### src/rtl/alu_seq_pkg.sv
// Shared types and constants for the multi-nibble ALU sequencer.
// Holds the nibble width and the sequencer state encoding.
// Imported by alu_nibble_sequencer.
package alu_seq_pkg;

  localparam int NIBBLE_W = 4;

  typedef enum logic [1:0] {
    IDLE = 2'd0,
    RUN  = 2'd1,
    DONE = 2'd2
  } seq_state_t;

endpackage : alu_seq_pkg

### src/rtl/alu_nibble_sequencer.sv
// Sequences a wide operation through one 4-bit ALU slice, LS nibble first, chaining carry.
// Latency: NIBBLES+1 cycles from accept to res_valid; one nibble per cycle, no slice-loop registers.
// Backpressure: op_ready only in IDLE (no queueing); result held stable in DONE until res_ready.
module alu_nibble_sequencer
  import alu_seq_pkg::*;
#(
  parameter int NIBBLES = 4
) (
  input  logic                         clk,
  input  logic                         rst_n,
  input  logic                         op_valid,
  output logic                         op_ready,
  input  logic [NIBBLE_W-1:0]          op_s,
  input  logic [NIBBLE_W*NIBBLES-1:0]  op_a,
  input  logic [NIBBLE_W*NIBBLES-1:0]  op_b,
  input  logic                         op_cin,
  output logic [NIBBLE_W-1:0]          alu_s,
  output logic [NIBBLE_W-1:0]          alu_a,
  output logic [NIBBLE_W-1:0]          alu_b,
  output logic                         alu_c_in,
  input  logic [NIBBLE_W-1:0]          alu_f,
  input  logic                         alu_c_out,
  output logic                         res_valid,
  input  logic                         res_ready,
  output logic [NIBBLE_W*NIBBLES-1:0]  res_f,
  output logic                         res_c_out,
  output logic                         res_zero,
  output logic                         busy
);

  localparam int W     = NIBBLE_W * NIBBLES;
  localparam int IDX_W = $clog2(NIBBLES);
  localparam logic [IDX_W-1:0] LAST_IDX = IDX_W'(NIBBLES - 1);

  seq_state_t          state_q, state_d;
  logic [NIBBLE_W-1:0] s_q, s_d;
  logic [W-1:0]        a_q, a_d;
  logic [W-1:0]        b_q, b_d;
  logic                carry_q, carry_d;
  logic [IDX_W-1:0]    idx_q, idx_d;
  logic [W-1:0]        res_q, res_d;
  logic                res_c_q, res_c_d;

  // Next-state, operand capture, result collection and slice drive.
  always_comb begin
    state_d  = state_q;
    s_d      = s_q;
    a_d      = a_q;
    b_d      = b_q;
    carry_d  = carry_q;
    idx_d    = idx_q;
    res_d    = res_q;
    res_c_d  = res_c_q;
    alu_s    = '0;
    alu_a    = '0;
    alu_b    = '0;
    alu_c_in = 1'b0;
    case (state_q)
      IDLE: begin
        if (op_valid) begin
          s_d     = op_s;
          a_d     = op_a;
          b_d     = op_b;
          carry_d = op_cin;
          idx_d   = '0;
          state_d = RUN;
        end
      end
      RUN: begin
        alu_s    = s_q;
        alu_a    = a_q[idx_q*NIBBLE_W +: NIBBLE_W];
        alu_b    = b_q[idx_q*NIBBLE_W +: NIBBLE_W];
        alu_c_in = carry_q;
        res_d[idx_q*NIBBLE_W +: NIBBLE_W] = alu_f;
        carry_d  = alu_c_out;
        // Top nibble: latch the final carry and stop; the index is not wrapped.
        if (idx_q == LAST_IDX) begin
          res_c_d = alu_c_out;
          state_d = DONE;
        end else begin
          idx_d = idx_q + IDX_W'(1);
        end
      end
      DONE: begin
        if (res_ready) begin
          state_d = IDLE;
        end
      end
      default: state_d = IDLE;
    endcase
  end

  // State and datapath registers; reset discards any operation in flight.
  always_ff @(posedge clk or negedge rst_n) begin
    if (!rst_n) begin
      state_q <= IDLE;
      s_q     <= '0;
      a_q     <= '0;
      b_q     <= '0;
      carry_q <= 1'b0;
      idx_q   <= '0;
      res_q   <= '0;
      res_c_q <= 1'b0;
    end else begin
      state_q <= state_d;
      s_q     <= s_d;
      a_q     <= a_d;
      b_q     <= b_d;
      carry_q <= carry_d;
      idx_q   <= idx_d;
      res_q   <= res_d;
      res_c_q <= res_c_d;
    end
  end

  assign op_ready  = (state_q == IDLE);
  assign busy      = (state_q != IDLE);
  assign res_valid = (state_q == DONE);
  assign res_f     = res_q;
  assign res_c_out = res_c_q;
  assign res_zero  = (res_q == '0);

endmodule : alu_nibble_sequencer

### config.mk
export PLATFORM = sky130hd
export DESIGN_NAME = alu_nibble_sequencer
export DESIGN_NICKNAME = d
export VERILOG_FILES = /design/src/rtl/alu_seq_pkg.sv /design/src/rtl/alu_nibble_sequencer.sv
export SDC_FILE = /design/constraint.sdc
export NUM_CORES = 1
export LEC_CHECK = 0
export BUFFER_PORTS_ARGS = -buffer_cell sky130_fd_sc_hd__buf_2
export CORE_AREA = 2 2 72 109
export DETAILED_ROUTE_END_ITERATION = 6
export DIE_AREA = 0 0 74 111
export GPL_ROUTABILITY_DRIVEN = 0
export PLACE_DENSITY = 0.7
export SLEW_MARGIN = 20
export SYNTH_ARGS = -nofsm -noshare
export SYNTH_HDL_FRONTEND = slang
export SYNTH_SLANG_ARGS = --single-unit
### constraint.sdc
create_clock -name clk -period 2.97 [get_ports clk]
set_input_delay 0.297 -clock clk [delete_from_list [all_inputs] [get_ports clk]]
set_output_delay 0.297 -clock clk [all_outputs]
set_load 0.03 [all_outputs]
## After elaboration in Yosys (flattened, before gate mapping)

Cells that the tools add are included.

| storage, ports and cells | value |
|---|---|
| output and inout bits | 34 |
| logic and storage cells | 44 |
| register bits after elaboration | 58 |

| cells by class | value |
|---|---|
| add/subtract/negate cells | 2 |
| shifts and indexed selects | 4 |
| mux-type cells | 14 |
| equal/unequal tests | 7 |
| reductions and logical operators | 9 |

Operator list:

| kind | count |
|---|---|
| negator 4 -> 34 bit | 1 |
| variable shift 4 x 34 -> 16 bit, first input constant | 1 |
| variable part select 4 x 34 -> 16 bit | 1 |
| variable part select 16 x 5 -> 4 bit | 2 |
| bitwise mux 16 bit | 1 |
| logical NOT 16 bit | 1 |
| 2-to-1 mux 4 bit | 3 |
| 2-to-1 mux 2 bit | 5 |
| != test 2 bit, second input constant | 3 |
| one-hot mux 2 bit (3 select lines) | 1 |
| AND reduction 2 bit | 3 |
| AND reduction 3 bit | 2 |
| equality test 2 bit, second input constant | 2 |
| one-hot mux 2 bit (2 select lines) | 1 |
| nonzero test 2 bit | 2 |
| adder 2 x 1 -> 2 bit, second input constant | 1 |
| equality test 2 x 1 -> 1 bit, second input constant | 1 |
| logical NOT 2 bit | 1 |
| 2-to-1 mux 1 bit | 2 |
| != test 2 x 1 -> 1 bit, second input constant | 1 |
| one-hot mux 1 bit (2 select lines) | 1 |

## Depth between registers and ports, before layout

Gate-level depths: netlist of the first run.

| depth | value |
|---|---|
| depth after elaboration | 3 |
| depth in mapped cells | 6 |

## Least setup slack after synthesis of the first run

No wires, ideal clock.

| path | value |
|---|---|
| kind | reg-to-reg |
| from | register idx_q[1] |
| to | register res_q[11], in the netlist res_f[11] |
| slack | 1.004 ns |
| data arrival time | 1.900 ns |
| required time | 2.904 ns |
| stages on the path, launching flop included | 7 |
| library setup time | 0.066 ns |
| buffers on the path | 1 |
| cell sequence | dfrtp_1 -> clkbuf_1 -> inv_1 -> ha_1 -> or3b_4 -> nor4b_4 -> a22o_1 |

| on the way | value |
|---|---|
| word-level cells in the longest chain between the ends | 3 |
| elaborated cells between the ends (all ways) | 4 |
| classes of those cells | add/sub: 1; shift: 2; mux: 1 |

RTL lines:

| what | RTL line | text |
|---|---|---|
| from (decl) | alu_nibble_sequencer.sv:40 | `logic [IDX_W-1:0] idx_q, idx_d;` |
| from (signal assigned) | alu_nibble_sequencer.sv:110 | `idx_q <= idx_d;` |
| negator 4 -> 34 bit (*) | alu_nibble_sequencer.sv:74 | `res_d[idx_q*NIBBLE_W +: NIBBLE_W] = alu_f;` |
| variable part select 4 x 34 -> 16 bit or variable shift 4 x 34 -> 16 bit (tied branches) | alu_nibble_sequencer.sv:74 |  |
| bitwise mux 16 bit (*) | alu_nibble_sequencer.sv:74 |  |
| to (signal assigned) | alu_nibble_sequencer.sv:111 | `res_q <= res_d;` |
| to (decl) | alu_nibble_sequencer.sv:41 | `logic [W-1:0] res_q, res_d;` |

Every way passes the cells marked *; elsewhere a longest branch is shown, timed or not.
A chain may end at the register's enable or synchronous reset.

## Worst setup path in the final report of the first run

| path | value |
|---|---|
| from | register idx_q[0] |
| to | output port alu_b[2] |

| on the way | value |
|---|---|
| word-level cells in the longest chain between the ends | 2 |

RTL lines:

| what | RTL line | text |
|---|---|---|
| variable part select 16 x 5 -> 4 bit | alu_nibble_sequencer.sv:72 | `alu_b = b_q[idx_q*NIBBLE_W +: NIBBLE_W];` |
| 2-to-1 mux 4 bit | alu_nibble_sequencer.sv:58 | `case (state_q)` |
| to (decl) | alu_nibble_sequencer.sv:19 | `output logic [NIBBLE_W-1:0] alu_b,` |

No other way between the ends.

==> flow_summary.yaml, run 1 <==
status:
  outcome: "completed"
global_routing:
  grt_pass1_vias: 1937
  grt_max_degree: 38
  grt-ovfl-total: 0
  antenna_found_initial: 0
  grt_pass1_wl_um: 9650
  gr-usage-all-layers: 0.157
clock_network:
  ctsRootBufferMaster: "clkbuf_16"
  cts_buffers: 9
  clock_sinks: 58
  cts_setup_buffers: 0
  cts_tree: "built"
  clkLatencyLatePin_ns: 0.32
  clk_pin_slew_ns: 0.05
  cts.htree.levels: 3
  ctsResizeCount: 0
  clock_path_buffers: 2
  holdBufCountCts: 0
synth:
  synth_cell_types: 29
  ys_seq_area_frac: 0.538
  synth_cells: 183
  avgSynthCellArea_um2: 14.8
  ys_seq_elements: 58
  ys_top_cells_by_area: "dfrtp_1 54%, mux2_2 16%, mux4_2 6.7%, a22o_1 5.2%, and2_1 3.0%"
  yosysTopAreaCell: "dfrtp_1"
  synth_fp_nets: 234
  synth_warnings: 0
  netlist.area_leader.share: 0.538
  netlist_area_mm2: 0.00270
timing:
  final_max_slew_viol_count: 0
  period_minus_slack_ns: 2.32
  setup_violations: 0
  fmax_ghz: 0.431
  hold_viol_final: 0
  rsz0062_at_grt: "no"
  relSlewSlack: 0.474
  finalSetupTns_ns: 0
  finalCritPeriodShare: 0.780
  worst_slew_pin_slew_ns: 0.789
  fin_skew_ns: 0.00626
  layout_setup_ws_ns: 0.652
layout:
  fin_util: 0.473
  multi_input_area_mm2: 0.00117
  num-nets-final: 320
  layout.area.seq_mm2: 0.00145
  stdcell_area_mm2: 0.00348
  area_growth_pct: 29.0
  final_common_cell: "buf_2"
  drive_gt1_frac: 0.558
  diodes: 0
  nFillCells: 683
  final_cell_mix: "79 x buf_2, 58 x dfrtp_1, 38 x mux2_2"
power_and_ir_drop:
  seq_power_share: 0.308
  power_uw: 4740
  p_comb_frac: 0.486
  p_leak_uw: 0.00167
  power.internal_uw: 2850
  p_sw_uw: 1890
  pwr_density_cell_mw_per_mm2: 1360
  swShare: 0.398
  pwr-share-clk: 0.207
  irDropWorstVdd_v: 0.000714
routing:
  routedWlPerCell_um: 15.7
  routed_via_density: 4.94
  drc_errors: 0
  initialDrtViolationCount: 50
  first_pass_iters: 4
  wirelength_um: 5890
  dr_total_vias: 1858
  ant_nets: 0
setup_path:
  rr_worst_depth: 5
  cp-start-kind: "register"
  critical_path_class: "register to primary output"
  regToRegSetupSlack_ns: 0.93
  worst_ep_required_time_ns: 2.67
  cp_max_fo: 9
  critPathArrivalTime_ns: 2.02
  r2r_end: "res_f[9]"
  cp-end-kind: "primary output"
  reg2reg_from: "idx_q[0]"
placement:
  pre_cts_slack_ns: 0.905
  port_buffers: 79
  place_area_mm2: 0.00320
  dp_hpwl_um: 4350
floorplan:
  die_w_um: 74
  rows: 39
  die_h_um: 111
  io_pins: 80
  start_util: 0.366
  dieArea_mm2: 0.00821
  coreArea_mm2: 0.00737
min_path:
  hp-class: "primary input to async pin"
flow_run:
  maxCapViolations: 0
## power groups by stage
stage	clock network, uW	registers, uW	logic, uW
5_1_grt	1050	1520	2480
4_1_cts	1010	1470	2340
6_report	979	1460	2300
3_5_place_dp	0	1480	2330
3_3_place_gp	0	1450	2290
2_1_floorplan	0	1580	1630
## final cells by class
type / instances / area share
sequential: 58 / 0.417
multi-input combinational: 112 / 0.335
timing repair buffer: 84 / 0.124
clock buffer: 11 / 0.0668
tap: 102 / 0.0366
clock inverter: 5 / 0.0158
inverter: 4 / 0.00431
## state kept, by name, summed over array words and instances (netlist names)
signal / flops
carry_q: 1
s_q: 4
res_c_out: 1
state_q: 2
res_f: 16
a_q: 16
idx_q: 2
b_q: 16
## critical path, stage by stage, from the launching register on
cell	delay [ns]
dfrtp_1	0.55
buf_4	0.28
mux4_2	0.51
and2_1	0.18
buf_2	0.17
## synth_stat cells
master,n
and3b_1,1
nand2b_1,2
nor2_1,3
a22o_1,16
ha_1,5
mux2_2,38
nor4b_2,1
clkbuf_1,2
inv_1,4
or2_2,1
and2_1,13
or3b_4,1
nand3b_2,1
nor3b_1,2
a21oi_1,1
nand2_1,4
mux4_2,8
buf_2,1
o21ai_0,3
nor4_1,4
buf_6,4
nor2b_1,2
nand3b_4,1
dfrtp_1,58
nand3b_1,1
buf_4,1
clkbuf_2,1
and4_1,1
nor4b_4,3
## metal layers
metal	global-route usage	share of wire
met1	0.181	0.40
met2	0.259	0.52
met3	0.0600	0.053
met4	0.0594	0.019
met5	0	0
## how the worst max path moves through the flow
stage | startpoint | end | slack [ns] | depth (start not counted)
2_1_floorplan | idx_q[1] | res_f[11] | 1.00 | 6
3_3_place_gp | idx_q[0] | res_f[8] | 0.99 | 5
3_5_place_dp | idx_q[0] | res_f[9] | 0.91 | 5
4_1_cts | idx_q[0] | alu_b[3] | 0.60 | 4
5_1_grt | idx_q[0] | alu_b[2] | 0.55 | 4
6_report | idx_q[0] | alu_b[2] | 0.65 | 4
## metrics by stage
step / instances / hold slack, ns
detailed placement: 360 / 0.429
global route: 376 / 0.131
global placement: 360 / 0.420
finish: 376 / 0.0612
floorplan: 183 / 0.00141
CTS: 376 / 0.0825
## cells by family (layout without fill, tap and decap cells)
kind of cell,count (synthesis),after routing,share of synthesized area
adders and majority gates,5,5,0.0232
DFF,58,58,0.538
AOI/OAI and AO/OA,20,20,0.0593
muxes,46,46,0.225
and+or+nand+nor,41,41,0.123
buffers and inverters,13,104,0.0315
(Power assumes the default switching activity.)
==> run 2, diff against run 1 <==
Settings changed: PLACE_DENSITY 0.7 to 0.72.
Clock period 2.97 ns to 2 ns, I/O delays scaled along.
==> run 2 against run 1 <==
- via count shrank 1.3%
- sequential cell count stayed put
- register-to-register slack got worse by 0.71 ns
- first-iteration DRC count grew to 2.6 times the previous value
- critical endpoint unchanged
==> flow_summary.yaml, run 2 (synthesized netlist as in run 1, its figures left out) <==
status:
  outcome: "completed"
layout:
  diodes: 0
  fin_util: 0.481
  final_cell_mix: "79 x buf_2, 57 x dfrtp_1, 38 x mux2_2"
  area_growth_pct: 31.3
  num-nets-final: 324
  drive_gt1_frac: 0.568
  final_common_cell: "buf_2"
clock_network:
  clock_sinks: 58
  cts_buffers: 9
  clock_path_buffers: 2
  clk_pin_slew_ns: 0.05
  cts_setup_buffers: 0
  cts_tree: "built"
  clkLatencyLatePin_ns: 0.32
  ctsRootBufferMaster: "clkbuf_16"
  cts.htree.levels: 3
floorplan:
  io_pins: 80
  die_h_um: 111
  dieArea_mm2: 0.00821
  coreArea_mm2: 0.00737
  die_w_um: 74
  rows: 39
  start_util: 0.366
routing:
  drc_errors: 0
  first_pass_iters: 4
  wirelength_um: 5650
  dr_total_vias: 1834
  initialDrtViolationCount: 132
  ant_nets: 0
  routedWlPerCell_um: 14.9
  routed_via_density: 4.83
timing:
  relSlewSlack: 0.636
  finalCritPeriodShare: 0.971
  setup_violations: 0
  layout_setup_ws_ns: 0.0589
  final_max_slew_viol_count: 0
  rsz0062_at_grt: "yes"
  worst_slew_pin_slew_ns: 0.546
  fmax_ghz: 0.515
  hold_viol_final: 0
  fin_skew_ns: 0.00321
  period_minus_slack_ns: 1.94
setup_path:
  cp-start-kind: "register"
  path_cells: "buf_4 > mux4_2 > and2_1 > buf_2"
  cpMaxStageDelayCell: "mux4_2"
  cp_max_fo: 8
  path_buf_inv: 2
  cpLargestDelayFamily: "multiplexers"
  max_stage_delay_ns: 0.51
  cp-end-kind: "primary output"
  critPathArrivalTime_ns: 1.74
  critical_path_class: "register to primary output"
  worst_ep_required_time_ns: 1.80
  regToRegSetupSlack_ns: 0.22
global_routing:
  grt_pass1_wl_um: 9620
  grt-ovfl-total: 0
  gr-usage-all-layers: 0.156
  antenna_found_initial: 0
  grt_max_degree: 37
  grt_pass1_vias: 2032
power_and_ir_drop:
  pwr_density_cell_mw_per_mm2: 2010
  p_sw_uw: 2780
  swShare: 0.391
  p_comb_frac: 0.491
  power.internal_uw: 4330
  irDropWorstVdd_v: 0.000899
  p_leak_uw: 0.00171
  seq_power_share: 0.300
  pwr-share-clk: 0.208
flow_run:
  maxCapViolations: 0
placement:
  dp_hpwl_um: 4340
  port_buffers: 79
  pre_cts_slack_ns: 0.249
min_path:
  hp-class: "primary input to register"
## run 2: changes by cell type in the layout (fill, tap and decap cells not counted), sizes merged
| cell | delta |
|---|---|
| buf | +3 |
| dlygate4sd3 | +1 |
| clkinv | -1 |
| clkbuf | +4 |
| clkinvlp | -2 |
| bufinv | -1 |
## run 2: final cells by class
class	instances	area (um2)
Multi-Input combinational cell	112	1170
Clock inverter	1	5.00
Clock buffer	15	298
Fill cell	658	3820
Inverter	4	15.0
Timing Repair Buffer	88	478
Sequential cell	58	1450
Tap cell	102	128
## run 2: stage by stage
step	cells	hold slack, ns	power, uW	area (um2)	setup TNS, ns
floorplan	183	-0.0956	4770	2700	0
global placement	363	0.216	5610	3230	0
detailed placement	363	0.215	5700	3230	0
CTS	380	0.0996	7220	3540	0
global route	380	0.0999	7590	3540	-0.0139
finish	380	0.111	7110	3540	0
## run 2: path summary, 6_finish.rpt
kind | startpoint | to | cells after the start
min reg2reg | s_q[1] | s_q[1] | 1
max reg2reg | idx_q[0] | res_f[10] | 5
max in group asynchronous | rst_n | state_q[0] | 3
min | op_b[11] | b_q[11] | 2
min in group asynchronous | rst_n | state_q[1] | 2
max | idx_q[0] | alu_b[2] | 4
## run 2: power groups by stage
stage / Clock, uW / Sequential, uW / Combinational [uW]
after floorplan: 0 / 2350 / 2420
after global placement: 0 / 2130 / 3480
after detailed placement: 0 / 2160 / 3540
after CTS: 1520 / 2140 / 3550
after global routing: 1590 / 2230 / 3780
final: 1480 / 2130 / 3490
## run 2: what timing repair did
item,4_1_cts,5_1_grt
hold buffers,1,0
endpoints found under the hold margin,22,0
resized for setup,0,1
setup endpoints to repair,0,4
## run 2: layer usage
| layer | GRT usage | part of all wire |
|---|---|---|
| met1 | 0.169 | 0.38 |
| met2 | 0.269 | 0.56 |
| met3 | 0.0518 | 0.045 |
| met4 | 0.0679 | 0.016 |
| met5 | 0 | 0 |
## run 2: worst reg2reg max path, stage by stage, from the launching register on
cell     delay [ns]
dfrtp_1        0.36
inv_1          0.11
ha_1           0.31
or3b_4         0.44
nor4b_4        0.31
a22o_1         0.19
==> run 3, diff against run 2 <==
Settings changed: RECOVER_POWER from default to 50.
==> run 3 against run 2 <==
- global-route usage stayed put
- sequential power about the same
- combinational power about the same
- critical endpoint unchanged
- maximum frequency about the same
- critical path type unchanged
==> flow_summary.yaml, run 3 (synthesized netlist as in run 1, its figures left out) <==
flow_run:
  maxCapViolations: 0
routing:
  initialDrtViolationCount: 133
  drc_errors: 0
  ant_nets: 0
  routedWlPerCell_um: 14.9
  wirelength_um: 5670
  routed_via_density: 4.83
  dr_total_vias: 1834
  first_pass_iters: 4
setup_path:
  critPathArrivalTime_ns: 1.74
  cp-end-kind: "primary output"
  worst_ep_required_time_ns: 1.80
  cp_max_fo: 8
  critical_path_class: "register to primary output"
  cp-start-kind: "register"
min_path:
  hp-class: "primary input to register"
clock_network:
  cts_setup_buffers: 0
  cts.htree.levels: 3
  clock_sinks: 58
  clock_path_buffers: 2
  clkLatencyLatePin_ns: 0.32
  clk_pin_slew_ns: 0.05
  cts_buffers: 9
  ctsRootBufferMaster: "clkbuf_16"
  cts_tree: "built"
layout:
  num-nets-final: 324
  stdcell_area_mm2: 0.00353
  final_cell_mix: "64 x buf_2, 57 x dfrtp_1, 38 x mux2_2"
  drive_gt1_frac: 0.514
  diodes: 0
  final_common_cell: "buf_2"
  area_growth_pct: 30.6
global_routing:
  antenna_found_initial: 0
  grt_pass1_wl_um: 9620
  grt-ovfl-total: 0
  grt_pass1_vias: 2032
  gr-usage-all-layers: 0.156
  grt_max_degree: 37
placement:
  dp_hpwl_um: 4340
  port_buffers: 79
  place_area_mm2: 0.00323
floorplan:
  die_w_um: 74
  start_util: 0.366
  io_pins: 80
  dieArea_mm2: 0.00821
  coreArea_mm2: 0.00737
  die_h_um: 111
  rows: 39
power_and_ir_drop:
  swShare: 0.394
  power.internal_uw: 4290
  p_comb_frac: 0.488
  p_leak_uw: 0.00164
  pwr-share-clk: 0.209
  seq_power_share: 0.302
  p_sw_uw: 2790
  irDropWorstVdd_v: 0.000899
  pwr_density_cell_mw_per_mm2: 2010
timing:
  hold_slack_ns: 0.111
  hold_viol_final: 0
  relSlewSlack: 0.125
  fin_skew_ns: 0.00321
  setup_violations: 0
  final_max_slew_viol_count: 0
  finalCritPeriodShare: 0.971
  fmax_ghz: 0.515
  period_minus_slack_ns: 1.94
  worst_slew_pin_slew_ns: 1.31
  rsz0062_at_grt: "yes"
status:
  outcome: "completed"
run 3: cell count changes in the layout (fill, tap and decap cells not counted):
cell,delta
clkbuf_1,+15
buf_2,-15
run 3: per-layer routing:
layer | global-route usage | vias up | share of wire
met5 | 0 | - | 0
met4 | 0.0679 | 0 | 0.016
met3 | 0.0518 | 8 | 0.045
met2 | 0.269 | 51 | 0.56
met1 | 0.169 | 921 | 0.38
li1 | - | 854 | -
run 3: through the flow:
step | setup TNS [ns] | util | setup WS (ns) | power (uW) | cells
finish | 0 | 0.479 | 0.0589 | 7080 | 380
global route | -0.0139 | 0.479 | -0.00719 | 7560 | 380
CTS | 0 | 0.481 | 0.0300 | 7220 | 380
detailed placement | 0 | 0.438 | 0.249 | 5700 | 363
global placement | 0 | 0.438 | 0.317 | 5610 | 363
floorplan | 0 | - | 0.0342 | 4770 | 183
run 3: power groups by stage:
stage                     combinational [uW]  sequential, uW  clock [uW]
after global placement                  3480            2130           0
after floorplan                         2420            2350           0
after detailed placement                3540            2160           0
after global routing                    3740            2230        1590
final                                   3460            2140        1480
after CTS                               3550            2140        1520
run 3: repair_timing:
| action | in CTS | in global routing |
|---|---|---|
| endpoints found under the setup margin | 0 | 4 |
| hold endpoints to repair | 22 | 0 |
| resized for setup | 0 | 1 |
| hold buffers | 1 | 0 |
run 3: path summary, 6_finish.rpt:
kind                           from          to  slack [ns]  depth (start not counted)
max reg2reg                idx_q[0]   res_f[10]        0.22                          5
min reg2reg                  s_q[1]      s_q[1]        0.50                          1
max                        idx_q[0]    alu_b[2]        0.06                          4
min in group asynchronous     rst_n  state_q[1]        0.70                          2
min                        op_b[11]     b_q[11]        0.11                          2
max in group asynchronous     rst_n  state_q[0]        0.48                          3
run 3: layout make-up:
type                       count  area (um2)
inverter                       4        15.0
clock inverter                 1        5.00
sequential                    58        1450
fill                         664        3840
timing repair buffer          88         459
tap                          102         128
multi-input combinational    112        1170
clock buffer                  15         298
run 3: worst max-delay path, cell delays in order (launching register included):
cell and delay (ns):
dfrtp_1 0.36, buf_4 0.20, mux4_2 0.51, and2_1 0.18
buf_2 0.17
